### src/rtl/pipe_stage_skid_reg.sv
// Inter-stage pipeline register with valid/ready handshake, one-entry skid buffer and flush.
// Optional PIPE_STAGE_STATS_EN macro adds saturating stall/bubble counters.
module pipe_stage_skid_reg #(
  parameter int DATA_W = 64,
  parameter int CTRL_W = 8
) (
  input  logic              clk,
  input  logic              rst,
  input  logic              flush,
  input  logic              in_valid,
  output logic              in_ready,
  input  logic [DATA_W-1:0] in_data,
  input  logic [CTRL_W-1:0] in_ctrl,
  output logic              out_valid,
  input  logic              out_ready,
  output logic [DATA_W-1:0] out_data,
  output logic [CTRL_W-1:0] out_ctrl
`ifdef PIPE_STAGE_STATS_EN
  ,
  output logic [31:0]       stall_cnt,
  output logic [31:0]       bubble_cnt
`endif
);

  // Bit 0 is main_v and bit 1 is skid_v; 2'b10 (skid without main) is unreachable.
  typedef enum logic [1:0] {
    EMPTY = 2'b00,
    ONE   = 2'b01,
    FULL  = 2'b11
  } state_t;

  state_t            state;
  state_t            state_nxt;
  logic              main_v;
  logic              skid_v;
  logic [DATA_W-1:0] main_d;
  logic [CTRL_W-1:0] main_c;
  logic [DATA_W-1:0] skid_d;
  logic [CTRL_W-1:0] skid_c;
  logic              in_fire;
  logic              out_fire;
  logic              ld_main_in;
  logic              ld_main_skid;
  logic              ld_skid;

  assign main_v   = state[0];
  assign skid_v   = state[1];
  assign in_ready = ~skid_v;
  assign in_fire  = in_valid & in_ready;
  assign out_fire = main_v & out_ready;

  assign out_valid = main_v;
  assign out_data  = main_d;
  assign out_ctrl  = main_c & {CTRL_W{main_v}};

  // Occupancy state register
  always_ff @(posedge clk or posedge rst) begin
    if (rst) begin
      state <= EMPTY;
    end else begin
      state <= state_nxt;
    end
  end

  // Next occupancy and payload load selects; flush overrides everything
  always_comb begin
    state_nxt    = state;
    ld_main_in   = 1'b0;
    ld_main_skid = 1'b0;
    ld_skid      = 1'b0;
    if (flush) begin
      state_nxt = EMPTY;
    end else begin
      case (state)
        EMPTY: begin
          if (in_fire) begin
            state_nxt  = ONE;
            ld_main_in = 1'b1;
          end else begin
            state_nxt = EMPTY;
          end
        end
        ONE: begin
          if (in_fire && out_fire) begin
            state_nxt  = ONE;
            ld_main_in = 1'b1;
          end else if (in_fire) begin
            state_nxt = FULL;
            ld_skid   = 1'b1;
          end else if (out_fire) begin
            state_nxt = EMPTY;
          end else begin
            state_nxt = ONE;
          end
        end
        FULL: begin
          if (out_fire) begin
            state_nxt    = ONE;
            ld_main_skid = 1'b1;
          end else begin
            state_nxt = FULL;
          end
        end
        default: begin
          state_nxt = EMPTY;
        end
      endcase
    end
  end

  // Payload registers; data survives a flush, control is squashed
  always_ff @(posedge clk or posedge rst) begin
    if (rst) begin
      main_d <= {DATA_W{1'b0}};
      main_c <= {CTRL_W{1'b0}};
      skid_d <= {DATA_W{1'b0}};
      skid_c <= {CTRL_W{1'b0}};
    end else if (flush) begin
      main_c <= {CTRL_W{1'b0}};
      skid_c <= {CTRL_W{1'b0}};
    end else begin
      if (ld_main_in) begin
        main_d <= in_data;
        main_c <= in_ctrl;
      end else if (ld_main_skid) begin
        main_d <= skid_d;
        main_c <= skid_c;
      end else begin
        main_d <= main_d;
        main_c <= main_c;
      end
      if (ld_skid) begin
        skid_d <= in_data;
        skid_c <= in_ctrl;
      end else begin
        skid_d <= skid_d;
        skid_c <= skid_c;
      end
    end
  end

`ifdef PIPE_STAGE_STATS_EN
  // Saturating stall and bubble counters, cleared only by reset
  always_ff @(posedge clk or posedge rst) begin
    if (rst) begin
      stall_cnt  <= 32'd0;
      bubble_cnt <= 32'd0;
    end else begin
      if (main_v && !out_ready && (stall_cnt != 32'hFFFF_FFFF)) begin
        stall_cnt <= stall_cnt + 32'd1;
      end else begin
        stall_cnt <= stall_cnt;
      end
      if (!main_v && (bubble_cnt != 32'hFFFF_FFFF)) begin
        bubble_cnt <= bubble_cnt + 32'd1;
      end else begin
        bubble_cnt <= bubble_cnt;
      end
    end
  end
`endif

endmodule

### config.mk
export PLATFORM = sky130hd
export DESIGN_NAME = pipe_stage_skid_reg
export DESIGN_NICKNAME = d
export VERILOG_FILES = /design/src/rtl/pipe_stage_skid_reg.sv
export SDC_FILE = /design/constraint.sdc
export NUM_CORES = 1
export LEC_CHECK = 0
export ABC_AREA = 1
export CAP_MARGIN = 10
export CORE_UTILIZATION = 40
export DETAILED_ROUTE_END_ITERATION = 7
export PLACE_DENSITY = 0.69
export SLEW_MARGIN = 5
export SYNTH_ARGS = -nofsm -noshare
export SYNTH_HDL_FRONTEND = slang
export SYNTH_SLANG_ARGS = --single-unit
### constraint.sdc
create_clock -name clk -period 5.45 [get_ports clk]
set_clock_uncertainty 0.2 [all_clocks]
set_input_delay 1.635 -clock clk [delete_from_list [all_inputs] [get_ports clk]]
set_output_delay 1.635 -clock clk [all_outputs]
set_load 0.03 [all_outputs]
Yosys cells after proc, flatten, opt, wreduce, memory -nomap -nowiden. Cells that the tools add are included.

Register bits: 146. Input bits: 77. Output and inout port bits: 74.

Equal/unequal tests: 2. Multiplexer cells: 24. Bitwise operators: 5. Reductions and logical operators: 7.

Operators with widths (count): $mux W64 (2); $mux W8 (5); $mux W1 (11); $and A8 B8 Y8 (1); $mux W2 (4); $pmux W2 S3 (1); $reduce_and A2 Y1 (2); $reduce_bool A2 Y1 (2); $reduce_bool A3 Y1 (1); $and A1 B1 Y1 (2); $eq A2 B1 Y1 const B (1); $eq A2 B2 Y1 const B (1); $logic_not A2 Y1 (1); $not A1 Y1 (2); $pmux W1 S2 (1); $logic_and A1 B1 Y1 (1).

Longest topological paths before layout. Gate-level depths: netlist of run 1.

Depth after elaboration: 8. Mapped depth: 8. Depth with buffers taken out: 7.

Worst setup path after synthesis of run 1. OpenSTA, ideal clock, no wires.

Path type: register to output. From: register state[0]. To: output port out_ctrl[0]. Arrival: 0.979 ns. Data required time: 3.615 ns. Slack: 2.636 ns. Cell stages (with the launch flop): 4. Cells stage by stage: dfrtp_1 buf_4 nand2_1 inv_1.

Longest elaborated chain between the ends: 1.

Ends and longest elaborated chain: start, declared (line 32) `state_t state;`; start signal, assigned (line 61) `state <= state_nxt;`; $and A8 B8 Y8 (line 54) `assign out_ctrl = main_c & {CTRL_W{main_v}};`; end, declared (line 17) `output logic [CTRL_W-1:0] out_ctrl`.

Every way passes these cells.

Worst setup path after layout of run 1.
From: register state[0]. To: output port out_ctrl[7].

The elaborated chain is that of the path after synthesis.

==> flow_summary.toml, run 1 <==
[run_status]
outcome = "finished, final reports clean"

[grt]
antenna_found_initial = 0
grt_first_pass_wirelength_um = 27200
grt.total_usage_pct = 21.3
grt_max_degree = 147
grt_overflow_total = 0
grt_pass1_vias = 5434

[worst_setup_path]
critical_path.cell_chain = "nand2_1 -> inv_1 -> clkdlybuf4s50_1"
crit_arrival_ns = 1.87
cp_max_fo = 12
cp.required_ns = 3.62
cpPeakStageDelay_ns = 0.66
worstSetupEndpointType = "output port"
crit_start = "state[0]"
crit_path_top_delay_cell = "clkdlybuf4s50_1"
crit-reg2reg-launch = "state[0]"
crit_path_start_kind = "register"
path_class = "reg2out"

[power]
peakVddDrop_v = 0.000217
power.leakage_nw = 4.15
power.density_mw_per_mm2 = 373

[timing]
fmax_mhz = 270
setup_viol = 0
final_hold_viol_count = 0
slew_headroom_pct = 45.3
worst_pin_slew_ns = 0.821
setup-tns-final_ns = 0
period_minus_slack_ns = 3.70
slew_viol_final = 0
hold_ws_ns = 0.269
rsz0062_at_grt = "false"
fin_crit_sh_pct = 67.9

[floorplanning]
fp.dieH_um = 129
initial_core_util_pct = 41.6
die_area_sq_mm = 0.0166
io_pins = 151
core_sq_mm = 0.0154
die-width_um = 129
core.rowCount = 45

[yosys]
synth.largest_area_cell = "dfrtp_1"
ys_ff_latch = 146
netlist.area_leader.share_pct = 56.9
netlist_instances = 762
ys.flop_type = "dfrtp_1"
yosysWarningCount = 0
seq_area_frac_synth_pct = 56.9
syn_area_sq_mm = 0.00642
syn_area_per_cell_sq_um = 8.43
async_reset_ff_share_pct = 100
synthTopCellsByCount = "297 x nand2_1, 209 x nand3_1, 146 x dfrtp_1, 34 x buf_2, 23 x inv_1"
synthesis.nets = 839
synth_edf_count = 0
synth_cell_type_count = 18
yosysMostFrequentCell = "nand2_1"
synth_area_leaders = "dfrtp_1 57%, nand2_1 17%, nand3_1 16%"

[drt]
wl_per_cell_um = 14.9
post-route-drc-count = 0
first_pass_iters = 4
routed_wl_um = 16500
via_count = 5604
first_iter_violations = 384
ant_nets = 0
avgViaCountPerCell = 5.05

[cells_and_area]
drive_gt1_share_pct = 5.78
n_antenna_cell = 0
syn_to_final_growth_pct = 33.3
fillers = 1414
fin_nets = 965

[clock_network]
cts-root-buf = "clkbuf_16"
cts_buffers = 17
htree_levels = 4
cts.path.max_buffers = 2
cts_tree = "done"
cts.sink_count = 146
insertion_delay_ns = 0.42
ctsHoldBuffers = 0
clkTransAtPathRegs_ns = 0.05
cts_setup_buffers = 0
postCtsResizedCells = 0

[job]
maxCapViolCount = 0

[min_path]
hold_path.class = "reg2reg"
holdCritStartpoint = "skid_d[15]"

[placement]
io_buffer_count = 150
gp_congestion = 0.762
dp_hpwl_um = 9820
-- layout make-up --
type                            instances  area (sq um)  area share [%]
Sequential cell                       146          3650            42.7
Multi-Input combinational cell        535          2370            27.7
Timing Repair Buffer                  160          1590            18.6
Clock buffer                           25           505            5.90
Tap cell                              211           264            3.08
Inverter                               28           109            1.27
Clock inverter                          5          75.1           0.877
-- kinds of logic (layout without fill, tap and decap cells) --
logic type	after synthesis	after routing	share of synthesized area, %
DFF	146	146	56.9
AOI/OAI and AO/OA	10	10	0.993
buffers and inverters	81	218	6.45
and+or+nand+nor	525	525	35.7
-- where the power goes --
group	leakage, nW	switching, mW	total [mW]	internal (mW)
registers	1.85	0.110	1.39	1.28
logic	2.01	0.382	0.658	0.276
clock network	0.289	0.424	1.15	0.727
total	4.15	0.916	3.20	2.28
-- metal layers --
metal	global-route usage, %	up-vias	wire length (um)
met2	33.6	191	7670
met5	0	-	0
li1	-	2728	-
met1	28.7	2668	7600
met4	7.82	0	202
met3	4.86	17	1060
-- state kept, by name (all words and copies together) (netlist names) --
name      cells
main_c        8
out_data     64
skid_c        8
skid_d       64
state         2
-- placed cells by master, fill, tap and decap left out --
cell type / count
buf_12: 1
buf_4: 9
bufinv_16: 2
clkbuf_1: 3
clkbuf_16: 17
clkbuf_8: 5
clkdlybuf4s50_1: 150
clkinv_2: 3
clkinvlp_4: 1
dfrtp_1: 146
inv_1: 22
inv_2: 5
nand2_1: 297
nand2_2: 2
nand2_4: 2
nand3_1: 209
nand3_2: 2
nand4_1: 10
nor2_1: 1
nor2_4: 2
o21a_1: 1
o21ai_0: 3
o21ai_1: 5
o21ai_4: 1
-- worst paths after layout --
| kind | endpoint | slack (ns) | cells after the start |
|---|---|---|---|
| worst max-delay path | out_ctrl[7] | 1.75 | 3 |
| worst min-delay path | skid_d[15] | 0.27 | 2 |
| worst max register to register | out_data[35] | 2.88 | 7 |
| worst min register to register | skid_d[15] | 0.27 | 2 |
| max in group asynchronous | skid_d[25] | 2.86 | 3 |
| min in group asynchronous | out_data[2] | 1.55 | 3 |
-- worst max-delay path, delay by kind of cell (launching register included) --
family	cells	cell delay, ns
flip-flops	1	0.60
AND/OR/NAND/NOR	1	0.12
buffers and inverters	2	0.73
-- per-stage QoR --
| step | util (%) | instance area (sq um) | worst slack, ns | power, mW | std cells |
|---|---|---|---|---|---|
| CTS | 55.5 | 8560 | 1.71 | 3.23 | 1110 |
| global route | 55.5 | 8560 | 1.55 | 3.35 | 1110 |
| detailed placement | 51.8 | 7980 | 1.33 | 2.07 | 1080 |
| global placement | 51.8 | 7980 | 1.35 | 2.05 | 1080 |
| floorplan | - | 6430 | 1.78 | 1.77 | 762 |
| finish | 55.5 | 8560 | 1.75 | 3.20 | 1110 |
(Power assumes the default switching activity.)
==> inputs of run 2 (changes only) <==
==> constraint.sdc (replaced) <==
create_clock -name clk -period 3.2 [get_ports clk]
set_clock_uncertainty 0.2 [all_clocks]
set_input_delay 0.96 -clock clk [delete_from_list [all_inputs] [get_ports clk]]
set_output_delay 0.96 -clock clk [all_outputs]
set_load 0.03 [all_outputs]
==> flow_summary.toml, run 2 (synthesis gave the netlist of run 1 again) <==
[timing]
final_hold_viol_count = 0
setup_viol = 0
fmax_mhz = 334
setup-tns-final_ns = 0
slew_viol_final = 0
worst_pin_slew_ns = 0.430
period_minus_slack_ns = 2.99
rsz0062_at_grt = "false"
fin_crit_sh_pct = 93.6
slew_headroom_pct = 71.3
hold_ws_ns = 0.269

[worst_setup_path]
cpPeakStageDelay_ns = 0.66
cp.required_ns = 2.04
crit_path_start_kind = "register"
critPathTopFamily = "buffers and inverters"
path_buf_inv = 2
cp_max_fo = 12
crit_path_top_delay_cell = "clkdlybuf4s50_1"
critical_path.cell_chain = "nand2_1 -> inv_1 -> clkdlybuf4s50_1"
path_class = "reg2out"
worstSetupEndpointType = "output port"
crit_arrival_ns = 1.83

[clock_network]
ctsHoldBuffers = 0
cts_buffers = 17
clkTransAtPathRegs_ns = 0.06
cts_tree = "done"
insertion_delay_ns = 0.42
cts-root-buf = "clkbuf_16"
cts.sink_count = 146
postCtsResizedCells = 0
cts_setup_buffers = 0
cts.path.max_buffers = 2
htree_levels = 4

[run_status]
outcome = "finished, final reports clean"

[placement]
dp_hpwl_um = 10200
gp_congestion = 0.765
io_buffer_count = 150

[grt]
grt.total_usage_pct = 21.6
grt_overflow_total = 0
grt_pass1_vias = 5566
grt_max_degree = 75
grt_first_pass_wirelength_um = 27800
antenna_found_initial = 0

[drt]
wl_per_cell_um = 15.0
first_pass_iters = 5
via_count = 5684
avgViaCountPerCell = 5.08
post-route-drc-count = 0
ant_nets = 0
first_iter_violations = 426
routed_wl_um = 16800

[power]
power.leakage_nw = 4.23
power.density_mw_per_mm2 = 644
peakVddDrop_v = 0.000390

[floorplanning]
die-width_um = 129
core.rowCount = 45
io_pins = 151
die_area_sq_mm = 0.0166
fp.dieH_um = 129
core_sq_mm = 0.0154
initial_core_util_pct = 41.6

[job]
maxCapViolCount = 0

[cells_and_area]
n_antenna_cell = 0
final_cell_mix = "297 x nand2_1, 209 x nand3_1, 150 x clkdlybuf4s50_1"
fin_nets = 973
drive_gt1_share_pct = 6.93
syn_to_final_growth_pct = 36.2
final_common_cell = "nand2_1"

[min_path]
hold_path.class = "reg2reg"
[run 2: metal layers]
metal	GRT usage, %	wire [um]	share of wire [%]	vias up
met5	0	0	0	-
li1	-	-	-	2743
met3	4.86	971	5.8	21
met1	29.2	7740	46	2723
met2	34.8	7960	47	197
met4	6.51	173	1.0	0
[run 2: cell type report]
type | instances | area [sq um]
fill | 1424 | 6680
sequential | 146 | 3650
timing repair buffer | 168 | 1710
clock buffer | 23 | 488
inverter | 28 | 109
tap | 211 | 264
clock inverter | 9 | 151
multi-input combinational | 535 | 2370
[run 2: where the power goes]
part           internal [mW]  total (mW)  switching, mW  leakage, nW
combinational          0.481        1.14          0.655         2.07
sequential              2.17        2.36          0.190         1.85
clock                   1.39        2.14          0.750        0.313
[run 2: worst min-delay path, stage by stage (launching register included)]
cell	delay (ns)
dfrtp_1	0.34
nand2_1	0.05
nand2_1	0.05
[run 2: path summary, 6_finish.rpt]
kind                       startpoint            to  slack (ns)  depth (start not counted)
max                          state[0]   out_ctrl[7]        0.21                          3
min                        skid_d[45]    skid_d[45]        0.27                          2
max reg2reg                  state[0]  out_data[52]        1.30                          6
min reg2reg                skid_d[45]    skid_d[45]        0.27                          2
max in group asynchronous         rst  out_data[51]        1.63                          3
min in group asynchronous         rst     skid_d[2]        0.83                          3
[run 2: metrics by stage]
stage	instance area (sq um)	util (%)	power [mW]	instances	worst slack (ns)
finish	8750	56.7	5.64	1120	0.206
global route	8750	56.7	5.91	1120	0.0544
CTS	8750	56.7	5.68	1120	0.164
detailed placement	8110	52.5	3.53	1088	0.320
global placement	8110	52.5	3.51	1088	0.361
floorplan	6430	-	3.01	762	0.207
